<file path="src/rtl/chime_pkg.sv">
// Shared types and constants for the keylock chime sequencer: note half-periods
// for a 12 MHz clock, the ROM entry layout, FSM states and sequence start addresses.
package chime_pkg;

  localparam int ENTRY_HP_W = 32;
  localparam int ADDR_W     = 3;

  localparam logic [ADDR_W-1:0] SEQ_OK  = 3'd0;
  localparam logic [ADDR_W-1:0] SEQ_ERR = 3'd3;

  // Half-periods in 12 MHz clock cycles; zero marks a rest.
  localparam logic [ENTRY_HP_W-1:0] HP_C5   = 32'd11466;
  localparam logic [ENTRY_HP_W-1:0] HP_E5   = 32'd9101;
  localparam logic [ENTRY_HP_W-1:0] HP_G5   = 32'd7653;
  localparam logic [ENTRY_HP_W-1:0] HP_A3   = 32'd27273;
  localparam logic [ENTRY_HP_W-1:0] HP_REST = 32'd0;

  typedef struct packed {
    logic [ENTRY_HP_W-1:0] hp;
    logic [7:0]            units;
    logic                  last;
  } entry_t;

  typedef enum logic [1:0] {
    IDLE = 2'd0,
    LOAD = 2'd1,
    PLAY = 2'd2
  } state_t;

  function automatic entry_t mk_entry(input logic [ENTRY_HP_W-1:0] hp,
                                      input logic [7:0] units,
                                      input logic last);
    entry_t e;
    e.hp    = hp;
    e.units = units;
    e.last  = last;
    return e;
  endfunction

endpackage

</file>
<file path="src/rtl/chime_rom.sv">
// Combinational note ROM holding the accepted chime and the rejected buzz.
// Unused addresses return a short terminating rest so a stray address still ends cleanly.
module chime_rom
  import chime_pkg::*;
(
  input  logic [ADDR_W-1:0] addr,
  output entry_t            entry
);

  always_comb begin
    entry = mk_entry(HP_REST, 8'd1, 1'b1);
    case (addr)
      3'd0: entry = mk_entry(HP_C5,   8'd15, 1'b0);
      3'd1: entry = mk_entry(HP_E5,   8'd15, 1'b0);
      3'd2: entry = mk_entry(HP_G5,   8'd30, 1'b1);
      3'd3: entry = mk_entry(HP_A3,   8'd40, 1'b0);
      3'd4: entry = mk_entry(HP_REST, 8'd10, 1'b0);
      3'd5: entry = mk_entry(HP_A3,   8'd40, 1'b1);
      default: entry = mk_entry(HP_REST, 8'd1, 1'b1);
    endcase
  end

endmodule

</file>
<file path="src/rtl/chime_sequencer.sv">
// Steps through the note ROM on a trigger, presenting half-period / tone enable
// to the downstream square-wave generator; play_err always preempts.
module chime_sequencer
  import chime_pkg::*;
#(
  parameter int HP_W        = 32,
  parameter int UNIT_CYCLES = 120000
) (
  input  logic            hwclk,
  input  logic            rst,
  input  logic            play_ok,
  input  logic            play_err,
  output logic            busy,
  output logic            tone_en,
  output logic [HP_W-1:0] halfperiod,
  output logic            note_start,
  output logic            done
);

  localparam int CNT_W = $clog2(255 * UNIT_CYCLES);

  state_t              state_reg;
  logic [ADDR_W-1:0]   addr_reg;
  logic [CNT_W-1:0]    cnt_reg;
  logic                last_reg;
  logic [HP_W-1:0]     hp_reg;
  logic                tone_en_reg;
  logic                note_start_reg;
  logic                done_reg;
  entry_t              rom_entry;
  logic [CNT_W-1:0]    load_val;

  chime_rom u_rom (
    .addr  (addr_reg),
    .entry (rom_entry)
  );

  // Counter runs units*UNIT_CYCLES-1 down to 0, giving exactly units*UNIT_CYCLES PLAY cycles.
  assign load_val = CNT_W'(rom_entry.units) * CNT_W'(UNIT_CYCLES) - CNT_W'(1);

  always_ff @(posedge hwclk or posedge rst) begin
    if (rst) begin
      state_reg      <= IDLE;
      addr_reg       <= '0;
      cnt_reg        <= '0;
      last_reg       <= 1'b0;
      hp_reg         <= '0;
      tone_en_reg    <= 1'b0;
      note_start_reg <= 1'b0;
      done_reg       <= 1'b0;
    end else begin
      note_start_reg <= 1'b0;
      done_reg       <= 1'b0;
      case (state_reg)
        IDLE: begin
          if (play_err) begin
            addr_reg  <= SEQ_ERR;
            state_reg <= LOAD;
          end else if (play_ok) begin
            addr_reg  <= SEQ_OK;
            state_reg <= LOAD;
          end
        end
        LOAD: begin
          if (play_err) begin
            // Restart: the entry being loaded is discarded, outputs keep the old note.
            addr_reg <= SEQ_ERR;
          end else begin
            hp_reg         <= HP_W'(rom_entry.hp);
            tone_en_reg    <= (rom_entry.hp != '0);
            note_start_reg <= 1'b1;
            last_reg       <= rom_entry.last;
            cnt_reg        <= load_val;
            state_reg      <= PLAY;
          end
        end
        PLAY: begin
          if (play_err) begin
            addr_reg  <= SEQ_ERR;
            state_reg <= LOAD;
          end else if (cnt_reg == '0) begin
            if (last_reg) begin
              hp_reg      <= '0;
              tone_en_reg <= 1'b0;
              done_reg    <= 1'b1;
              state_reg   <= IDLE;
            end else begin
              addr_reg  <= addr_reg + 1'b1;
              state_reg <= LOAD;
            end
          end else begin
            cnt_reg <= cnt_reg - 1'b1;
          end
        end
        default: state_reg <= IDLE;
      endcase
    end
  end

  assign busy       = (state_reg != IDLE);
  assign tone_en    = tone_en_reg;
  assign halfperiod = hp_reg;
  assign note_start = note_start_reg;
  assign done       = done_reg;

endmodule

</file>
<file path="config.mk">
export PLATFORM = sky130hd
export DESIGN_NAME = chime_sequencer
export DESIGN_NICKNAME = d
export VERILOG_FILES = /design/src/rtl/chime_pkg.sv /design/src/rtl/chime_rom.sv /design/src/rtl/chime_sequencer.sv
export SDC_FILE = /design/constraint.sdc
export NUM_CORES = 1
export LEC_CHECK = 0
export BUFFER_PORTS_ARGS = -buffer_cell sky130_fd_sc_hd__buf_2
export CAP_MARGIN = 10
export CORE_UTILIZATION = 40
export DETAILED_ROUTE_END_ITERATION = 10
export PLACE_DENSITY = 0.6
export REMOVE_ABC_BUFFERS = 1
export SLEW_MARGIN = 20
export SYNTH_ARGS = -nofsm -noshare
export SYNTH_HDL_FRONTEND = slang
export SYNTH_HIERARCHICAL = 1
export SYNTH_SLANG_ARGS = --single-unit
</file>
<file path="constraint.sdc">
create_clock -name hwclk -period 7.6 [get_ports hwclk]
set_input_delay 0.76 -clock hwclk [delete_from_list [all_inputs] [get_ports hwclk]]
set_output_delay 0.76 -clock hwclk [all_outputs]
set_load 0.03 [all_outputs]
</file>
* Yosys cells after proc, flatten, opt, wreduce, memory -nomap -nowiden
Index checks and enable logic that the tools add are counted.
Storage, ports and cells: bits in registers 66, bits of input ports 4, output and inout bits 36, logic and storage cells 76
Operators by class: add/subtract/negate cells 3, multipliers 1, eq/ne operators 16, muxes and demuxes 35, bitwise operators 1, reduce and logical (&&, ||, !) cells 12
Operators by type and width (count):
- 24-bit case mux with 6 select lines | 1
- 32-bit two-way mux | 4
- 25-bit two-way mux | 3
- 32-bit case mux with 2 select lines | 1
- 25-bit case mux with 2 select lines | 1
- 25-bit by 1-bit subtractor with 25-bit output, second input constant | 2
- 32-bit nonzero test | 1
- 25-bit zero test | 1
- 8-bit by 11-bit multiplier with 19-bit output, second input constant | 1
- 3-bit two-way mux | 6
- 2-bit inequality test, second input constant | 6
- 1-bit two-way mux | 11
- 2-bit two-way mux | 5
- 5-bit AND reduction | 2
- 3-bit inequality test, second input constant | 3
- 3-bit case mux with 3 select lines | 1
- 3-bit by 2-bit == test with 1-bit output, second input constant | 2
- 3-bit == test, second input constant | 2
- 2-bit case mux with 3 select lines | 1
- 4-bit AND reduction | 1
- 2-bit nonzero test | 2
- 3-bit by 1-bit adder with 3-bit output, second input constant | 1
- 3-bit by 1-bit == test with 1-bit output, second input constant | 1
- 3-bit zero test | 1
- other kinds (8) | 8

* Depth between registers and ports, before layout
Gate-level depths: netlist (run 1).
depth in word-level cells 6, gate-level depth with buffers 19, gate-level depth less buffers 17

* Hierarchy
The synthesis (run 1) kept the hierarchy.
By module, submodules not included:
- chime_sequencer | times used 1, cells an instance 578, area an instance 5390.2 um2, seq. area each 1651.6 um2
- chime_rom | times used 1, cells an instance 49, area an instance 374.1 um2, seq. area each 0.0 um2

* Least setup slack after synthesis (run 1)
Ideal clock, no wire load.
kind register to register, from reg addr_reg[2], to reg cnt_reg[24], library setup time 0.087 ns, arrival 5.482 ns, required time 7.513 ns, path slack 2.031 ns, cell stages (with the launch flop) 19, path buffers 2, period minus slack after synthesis 5.569 ns, cells stage by stage dfrtp_1 buf_6 nor3_1 fa_1 fa_1 fa_1 inv_1 fa_1 inv_1 ha_1 clkbuf_1 a21oi_1 o21a_1 o211ai_1 a21o_1 a2111oi_0 nand4_1 xnor2_1 a22oi_1
RTL lines:
- from (decl) | line chime_sequencer.sv:23 | logic [ADDR_W-1:0] addr_reg;
- from (signal assigned) | line chime_sequencer.sv:88 | addr_reg <= addr_reg + 1'b1;
- to (signal assigned) | line chime_sequencer.sv:73 | cnt_reg <= load_val;
- to (signal assigned) | line chime_sequencer.sv:92 | cnt_reg <= cnt_reg - 1'b1;
- to (decl) | line chime_sequencer.sv:24 | logic [CNT_W-1:0] cnt_reg;

==> results.txt, run 1 <==
Critical Path AT -> 6.74 ns
core occupancy in the finished layout -> 0.449
Final Instance Count excl. Fillers -> 833
maximum buffer depth of the clock tree -> 2
CP max stage delay -> 0.80 ns
setup repair after global routing missed its margin -> false
Worst Path Max Fanout -> 15
cts-stage hold buffer count -> 0
Reg2Reg Setup Slack -> 1.10 ns
vias in the first global route -> 4316
Top Layer Used -> met4
kind of launch point of the worst setup path -> flip-flop
antenna cells -> 0
end of the worst register-to-register path -> cnt_reg[24]
final std cell area, no fill -> 0.00628 mm²
largest area contributor in the netlist -> sky130_fd_sc_hd__dfrtp_1
category of the critical setup timing path -> reg -> reg
half-perimeter wire length of the detailed placement result -> 9.67 mm
met2 wire len -> 6.28 mm
leading post-synthesis cells by instance count -> sky130_fd_sc_hd__dfrtp_1 (66), sky130_fd_sc_hd__inv_1 (59), sky130_fd_sc_hd__ha_1 (57)
Pre-Repair DR Iteration Count -> 5
first-pass GRT wire length -> 21.6 mm
number of nets at the end of the flow -> 731
initial standard-cell utilization of the core -> 0.412
number of failing hold endpoints at the final stage -> 0
FILL cells -> 1351
number of warning messages in the yosys log -> 6
origin of the critical flop-to-flop path -> addr_reg[2]
average wire per cell in the routed design -> 15.7 µm
CTS tree -> built
total global-route track usage -> 0.181
number of antenna violations at the first check in global routing -> 0
wire length on met3 -> 432 µm
Die Area -> 0.0149 mm²
maximum number of pins on one net before global-route repair -> 67
combined area of all synthesized cells -> 0.00576 mm²
worst min-delay path category -> reg -> reg
Setup crit end -> cnt_reg[24]
endpoint type of the worst setup path -> flip-flop
number of input and output port buffers inserted -> 39
register bit count reported by yosys -> 66
crit-path cells -> xnor2_1 > nor2b_1 > ha_1 > ha_1 > inv_1 > fa_1 > fa_1 > inv_1 > ha_1 > nor3b_1 > o22ai_1 > o211ai_1 > nand3_1 > a2111oi_0 > nand4_1 > xnor2_1 > a22oi_1
Worst Max-Slew Pin Slew -> 0.933 ns
I/O pin count -> 40
sequential-to-total area share from yosys stat -> 0.287
clock tree root driver cell -> sky130_fd_sc_hd__clkbuf_16
DRT antenna net count -> 0
number of remaining DRC errors -> 0
worst path required time -> 7.84 ns
insertion delay to the later sink of the worst-skew pair -> 0.34 ns
Max Fclk -> 154 MHz
Final Wtd Congestion -> 0.874
GR Overflow Total -> 0
flip-flop count of the largest register, all copies and words added -> 32
number of cells after detailed placement -> 817
period utilization -> 0.855
Final Slew Violations -> 0
Layout Skew -> 0.00816 ns
Sink Count -> 66
total negative setup slack -> 0 ns
placeable core region -> 0.0140 mm²
drt total wl -> 13.0 mm
worst setup path startpoint -> addr_reg[2]
CP most frequent cell -> sky130_fd_sc_hd__ha_1
max-slew headroom at the worst pin -> 0.378
final count of negative-setup-slack endpoints -> 0
mean post-synth cell area -> 9.19 µm²
max-capacitance violation count -> 0
share of post-route cells with drive strength above 1 -> 0.127
ys async rst share -> 1.00
buffers inserted by post-CTS timing repair -> 0
number of flops mapped to enable cells by yosys -> 0
area delta synth->final -> 9.03%
Max H-tree Level -> 3
final period demand of the worst path -> 6.50 ns
number of distinct library cells after synthesis -> 70
top post-synthesis cells by area -> sky130_fd_sc_hd__dfrtp_1 (29%), sky130_fd_sc_hd__ha_1 (12%), sky130_fd_sc_hd__fa_1 (7.6%)
most numerous cell in the Yosys netlist -> sky130_fd_sc_hd__dfrtp_1
quantity of gates resized following cts -> 0
logic depth of the worst register-to-register path -> 17
total routed wire length on the met1 layer -> 6.18 mm
flip-flop cell with the highest count after synthesis -> sky130_fd_sc_hd__dfrtp_1
detailed router's first-iteration violation count -> 303
cell area after placement -> 0.00598 mm²
die outline height -> 122 µm
result of the run -> complete, no violations
Worst-path clk slew -> 0.06 ns
proportion of netlist area held by the largest area contributor -> 0.287
total via count after detailed routing -> 4633
Die Wd -> 122 µm
instance count of the mapped netlist -> 627
Crit-path slowest cell -> sky130_fd_sc_hd__a2111oi_0
detailed-route vias per instance -> 5.56
floorplan row count -> 43
number of buffers added by the clock tree synthesis step -> 9
==> final cells by class <==
type / count / area [µm²] / area share
inverters: 60 / 225 / 0.0358
clock inverters: 7 / 77.6 / 0.0123
well taps: 180 / 225 / 0.0358
clock buffers: 9 / 225 / 0.0358
flip-flops and latches: 66 / 1650 / 0.263
repair buffers: 43 / 225 / 0.0358
multi-input cells: 468 / 3650 / 0.582
==> layout by cell type (no fill, tap or decap), types with 3 or more instances in the layout <==
cell and count:
sky130_fd_sc_hd__nor2_1 27, sky130_fd_sc_hd__nand4b_1 3, sky130_fd_sc_hd__or3_1 8, sky130_fd_sc_hd__nand3b_1 3, sky130_fd_sc_hd__nor3b_1 3, sky130_fd_sc_hd__nand2b_1 7
sky130_fd_sc_hd__nand2_1 42, sky130_fd_sc_hd__nand4_1 4, sky130_fd_sc_hd__a22o_1 34, sky130_fd_sc_hd__o21a_1 5, sky130_fd_sc_hd__clkbuf_16 9, sky130_fd_sc_hd__a2111oi_0 4
sky130_fd_sc_hd__o221ai_1 5, sky130_fd_sc_hd__nor2b_1 5, sky130_fd_sc_hd__buf_2 39, sky130_fd_sc_hd__dfrtp_1 66, sky130_fd_sc_hd__or2_2 3, sky130_fd_sc_hd__fa_1 22
sky130_fd_sc_hd__o22ai_1 7, sky130_fd_sc_hd__inv_1 58, sky130_fd_sc_hd__a21oi_1 31, sky130_fd_sc_hd__and2_1 3, sky130_fd_sc_hd__nand3_1 18, sky130_fd_sc_hd__o21ai_0 28
sky130_fd_sc_hd__xnor2_1 23, sky130_fd_sc_hd__xor2_1 8, sky130_fd_sc_hd__buf_4 4, sky130_fd_sc_hd__or4_1 6, sky130_fd_sc_hd__conb_1 20, sky130_fd_sc_hd__a22oi_1 3
sky130_fd_sc_hd__nor3_1 25, sky130_fd_sc_hd__nor4_1 13, sky130_fd_sc_hd__ha_1 57
==> worst max-delay path, delay by kind of cell (launching register included) <==
family,cells,cell delay [ns]
flip-flops,1,0.58
adder cells (fa/ha/maj),5,2.08
AO/OA/AOI/OAI,4,1.60
AND/OR/NAND/NOR,4,1.08
XOR/XNOR,2,0.97
buffers and inverters,2,0.09
==> logic make-up after synthesis <==
| kind of cell | count (synthesis) | synth area share |
|---|---|---|
| simple gates | 183 | 0.178 |
| compound gates | 149 | 0.182 |
| buf+inv | 112 | 0.0931 |
| fa+ha+maj | 79 | 0.200 |
| flops | 66 | 0.287 |
| xor+xnor | 32 | 0.0499 |
| mux | 5 | 0.00933 |
| other cells | 1 | 0.000651 |
==> layer usage <==
| layer | global-route usage | up-vias |
|---|---|---|
| li1 | - | 2238 |
| met1 | 0.250 | 2294 |
| met2 | 0.291 | 88 |
| met3 | 0.0323 | 13 |
| met4 | 0.0478 | 0 |
| met5 | 0 | - |
==> how the worst min path moves through the flow <==
stage | startpoint | endpoint | slack (ns) | cells past startpoint
2_1_floorplan | cnt_reg[20] | cnt_reg[20] | 0.46 | 2
3_3_place_gp | tone_en | tone_en | 0.47 | 1
3_5_place_dp | halfperiod[13] | halfperiod[13] | 0.49 | 1
4_1_cts | halfperiod[10] | halfperiod[10] | 0.50 | 1
5_1_grt | halfperiod[2] | halfperiod[2] | 0.52 | 1
6_report | halfperiod[6] | halfperiod[6] | 0.50 | 1
==> stage by stage <==
stage / hold WS [ns] / worst slack (ns)
2_1_floorplan: 0.464 / 1.97
3_3_place_gp: 0.473 / 1.49
3_5_place_dp: 0.486 / 1.23
4_1_cts: 0.503 / 1.22
5_1_grt: 0.520 / 0.695
6_report: 0.499 / 1.10
Power of run 1 is not shown: default switching activity piles up to over one toggle a cycle in this logic, so the estimate is an artifact.
==> inputs of run 2 (changes only) <==
==> constraint.sdc (replaced) <==
create_clock -name hwclk -period 7.9 [get_ports hwclk]
set_input_delay 0.79 -clock hwclk [delete_from_list [all_inputs] [get_ports hwclk]]
set_output_delay 0.79 -clock hwclk [all_outputs]
set_load 0.03 [all_outputs]
==> results.txt, run 2 (synthesized netlist as in run 1, its figures left out) <==
result of the run -> complete, no violations
detailed router's first-iteration violation count -> 269
number of input and output port buffers inserted -> 39
worst min-delay path category -> reg -> reg
final period demand of the worst path -> 6.31 ns
total via count after detailed routing -> 4544
buffers inserted by post-CTS timing repair -> 0
global-route met1 utilization -> 0.252
Layout Skew -> 0.00900 ns
Die Wd -> 122 µm
total global-route track usage -> 0.182
Die Area -> 0.0149 mm²
GR Overflow Total -> 0
CTS tree -> built
floorplan row count -> 43
Worst-path clk slew -> 0.06 ns
Max H-tree Level -> 3
global routing met2 resource utilization -> 0.287
number of buffers added by the clock tree synthesis step -> 9
share of post-route cells with drive strength above 1 -> 0.127
clock tree root driver cell -> sky130_fd_sc_hd__clkbuf_16
Pre-Repair DR Iteration Count -> 5
DRT antenna net count -> 0
maximum buffer depth of the clock tree -> 2
drt total wl -> 12.8 mm
setup repair after global routing missed its margin -> false
Final Wtd Congestion -> 0.875
Max Fclk -> 158 MHz
average wire per cell in the routed design -> 15.4 µm
antenna cells -> 0
CP max stage delay -> 0.75 ns
initial standard-cell utilization of the core -> 0.412
final count of negative-setup-slack endpoints -> 0
first-pass GRT wire length -> 21.6 mm
period utilization -> 0.799
GR Util met3 -> 0.0267
cts-stage hold buffer count -> 0
leading cell type in the layout, fill and taps excluded -> sky130_fd_sc_hd__dfrtp_1
total negative setup slack -> 0 ns
half-perimeter wire length of the detailed placement result -> 9.56 mm
worst path required time -> 8.14 ns
maximum number of pins on one net before global-route repair -> 67
number of remaining DRC errors -> 0
crit-path cells -> xnor2_1 > nor2b_1 > ha_1 > ha_1 > inv_1 > fa_1 > fa_1 > inv_1 > ha_1 > nor3b_1 > o22ai_1 > o211ai_1 > nand3_1 > a2111oi_0 > nand4_1 > xnor2_1 > a22oi_1
Sink Count -> 66
number of failing hold endpoints at the final stage -> 0
Critical Path AT -> 6.55 ns
I/O pin count -> 40
number of antenna violations at the first check in global routing -> 0
insertion delay to the later sink of the worst-skew pair -> 0.34 ns
quantity of gates resized following cts -> 0
Worst Path Max Fanout -> 15
Crit-path slowest cell -> sky130_fd_sc_hd__a2111oi_0
Final Slew Violations -> 0
placeable core region -> 0.0140 mm²
max-slew headroom at the worst pin -> 0.366
kind of launch point of the worst setup path -> flip-flop
detailed-route vias per instance -> 5.45
category of the critical setup timing path -> reg -> reg
most frequent cells in the layout -> sky130_fd_sc_hd__dfrtp_1 (66), sky130_fd_sc_hd__inv_1 (58), sky130_fd_sc_hd__ha_1 (57), sky130_fd_sc_hd__nand2_1 (42), sky130_fd_sc_hd__buf_2 (39)
number of nets at the end of the flow -> 731
flip-flop count of the largest register, all copies and words added -> 32
endpoint type of the worst setup path -> flip-flop
GRT Max-Usage Layer -> met2
CP most frequent cell -> sky130_fd_sc_hd__ha_1
die outline height -> 122 µm
vias in the first global route -> 4353
max-capacitance violation count -> 0
Worst Max-Slew Pin Slew -> 0.939 ns
area delta synth->final -> 9.05%
[run 2: changes by cell type in the layout (fill, tap and decap cells not counted), sizes merged]
| cell | delta |
|---|---|
| clkinv | +2 |
| clkinvlp | -1 |
| inv | -1 |
[run 2: worst max-delay path, delay by kind of cell (launching register included)]
family	cells	cell delay, ns
and+or+nand+nor	4	1.03
buffers and inverters	2	0.09
AOI/OAI and AO/OA	4	1.53
DFF	1	0.58
xor gates and xnor gates	2	0.92
adders and majority gates	5	2.06
[run 2: cell type report]
cell class	instances	area, µm²
fillers	1388	7700
multi-input cells	468	3650
flip-flops and latches	66	1650
clock buffers	9	225
repair buffers	43	225
inverters	60	225
well taps	180	225
clock inverters	7	78.8
[run 2: worst paths after layout]
path	start	to	slack, ns	cells past startpoint
setup / recovery	addr_reg[2]	cnt_reg[24]	1.59	17
hold / removal	tone_en	tone_en	0.49	1
setup reg to reg	addr_reg[2]	cnt_reg[24]	1.59	17
hold reg to reg	tone_en	tone_en	0.49	1
max in group asynchronous	rst	halfperiod[12]	6.65	3
min in group asynchronous	rst	cnt_reg[12]	0.72	3
[run 2: metrics by stage]
step	hold WS [ns]	util	setup slack (ns)	area, µm²	cells
3_3_place_gp	0.473	0.428	1.79	5980	817
2_1_floorplan	0.464	-	2.27	5520	594
5_1_grt	0.510	0.449	1.02	6290	833
3_5_place_dp	0.470	0.428	1.59	5980	817
6_report	0.488	0.449	1.59	6290	833
4_1_cts	0.491	0.449	1.54	6290	833
[run 2: per-layer routing]
layer  up-vias  share of wire
li1       2242              -
met1      2218           0.49
met2        69           0.47
met3        15          0.029
met4         0          0.018
met5         -              0
Power of run 2 is left out for the same reason.
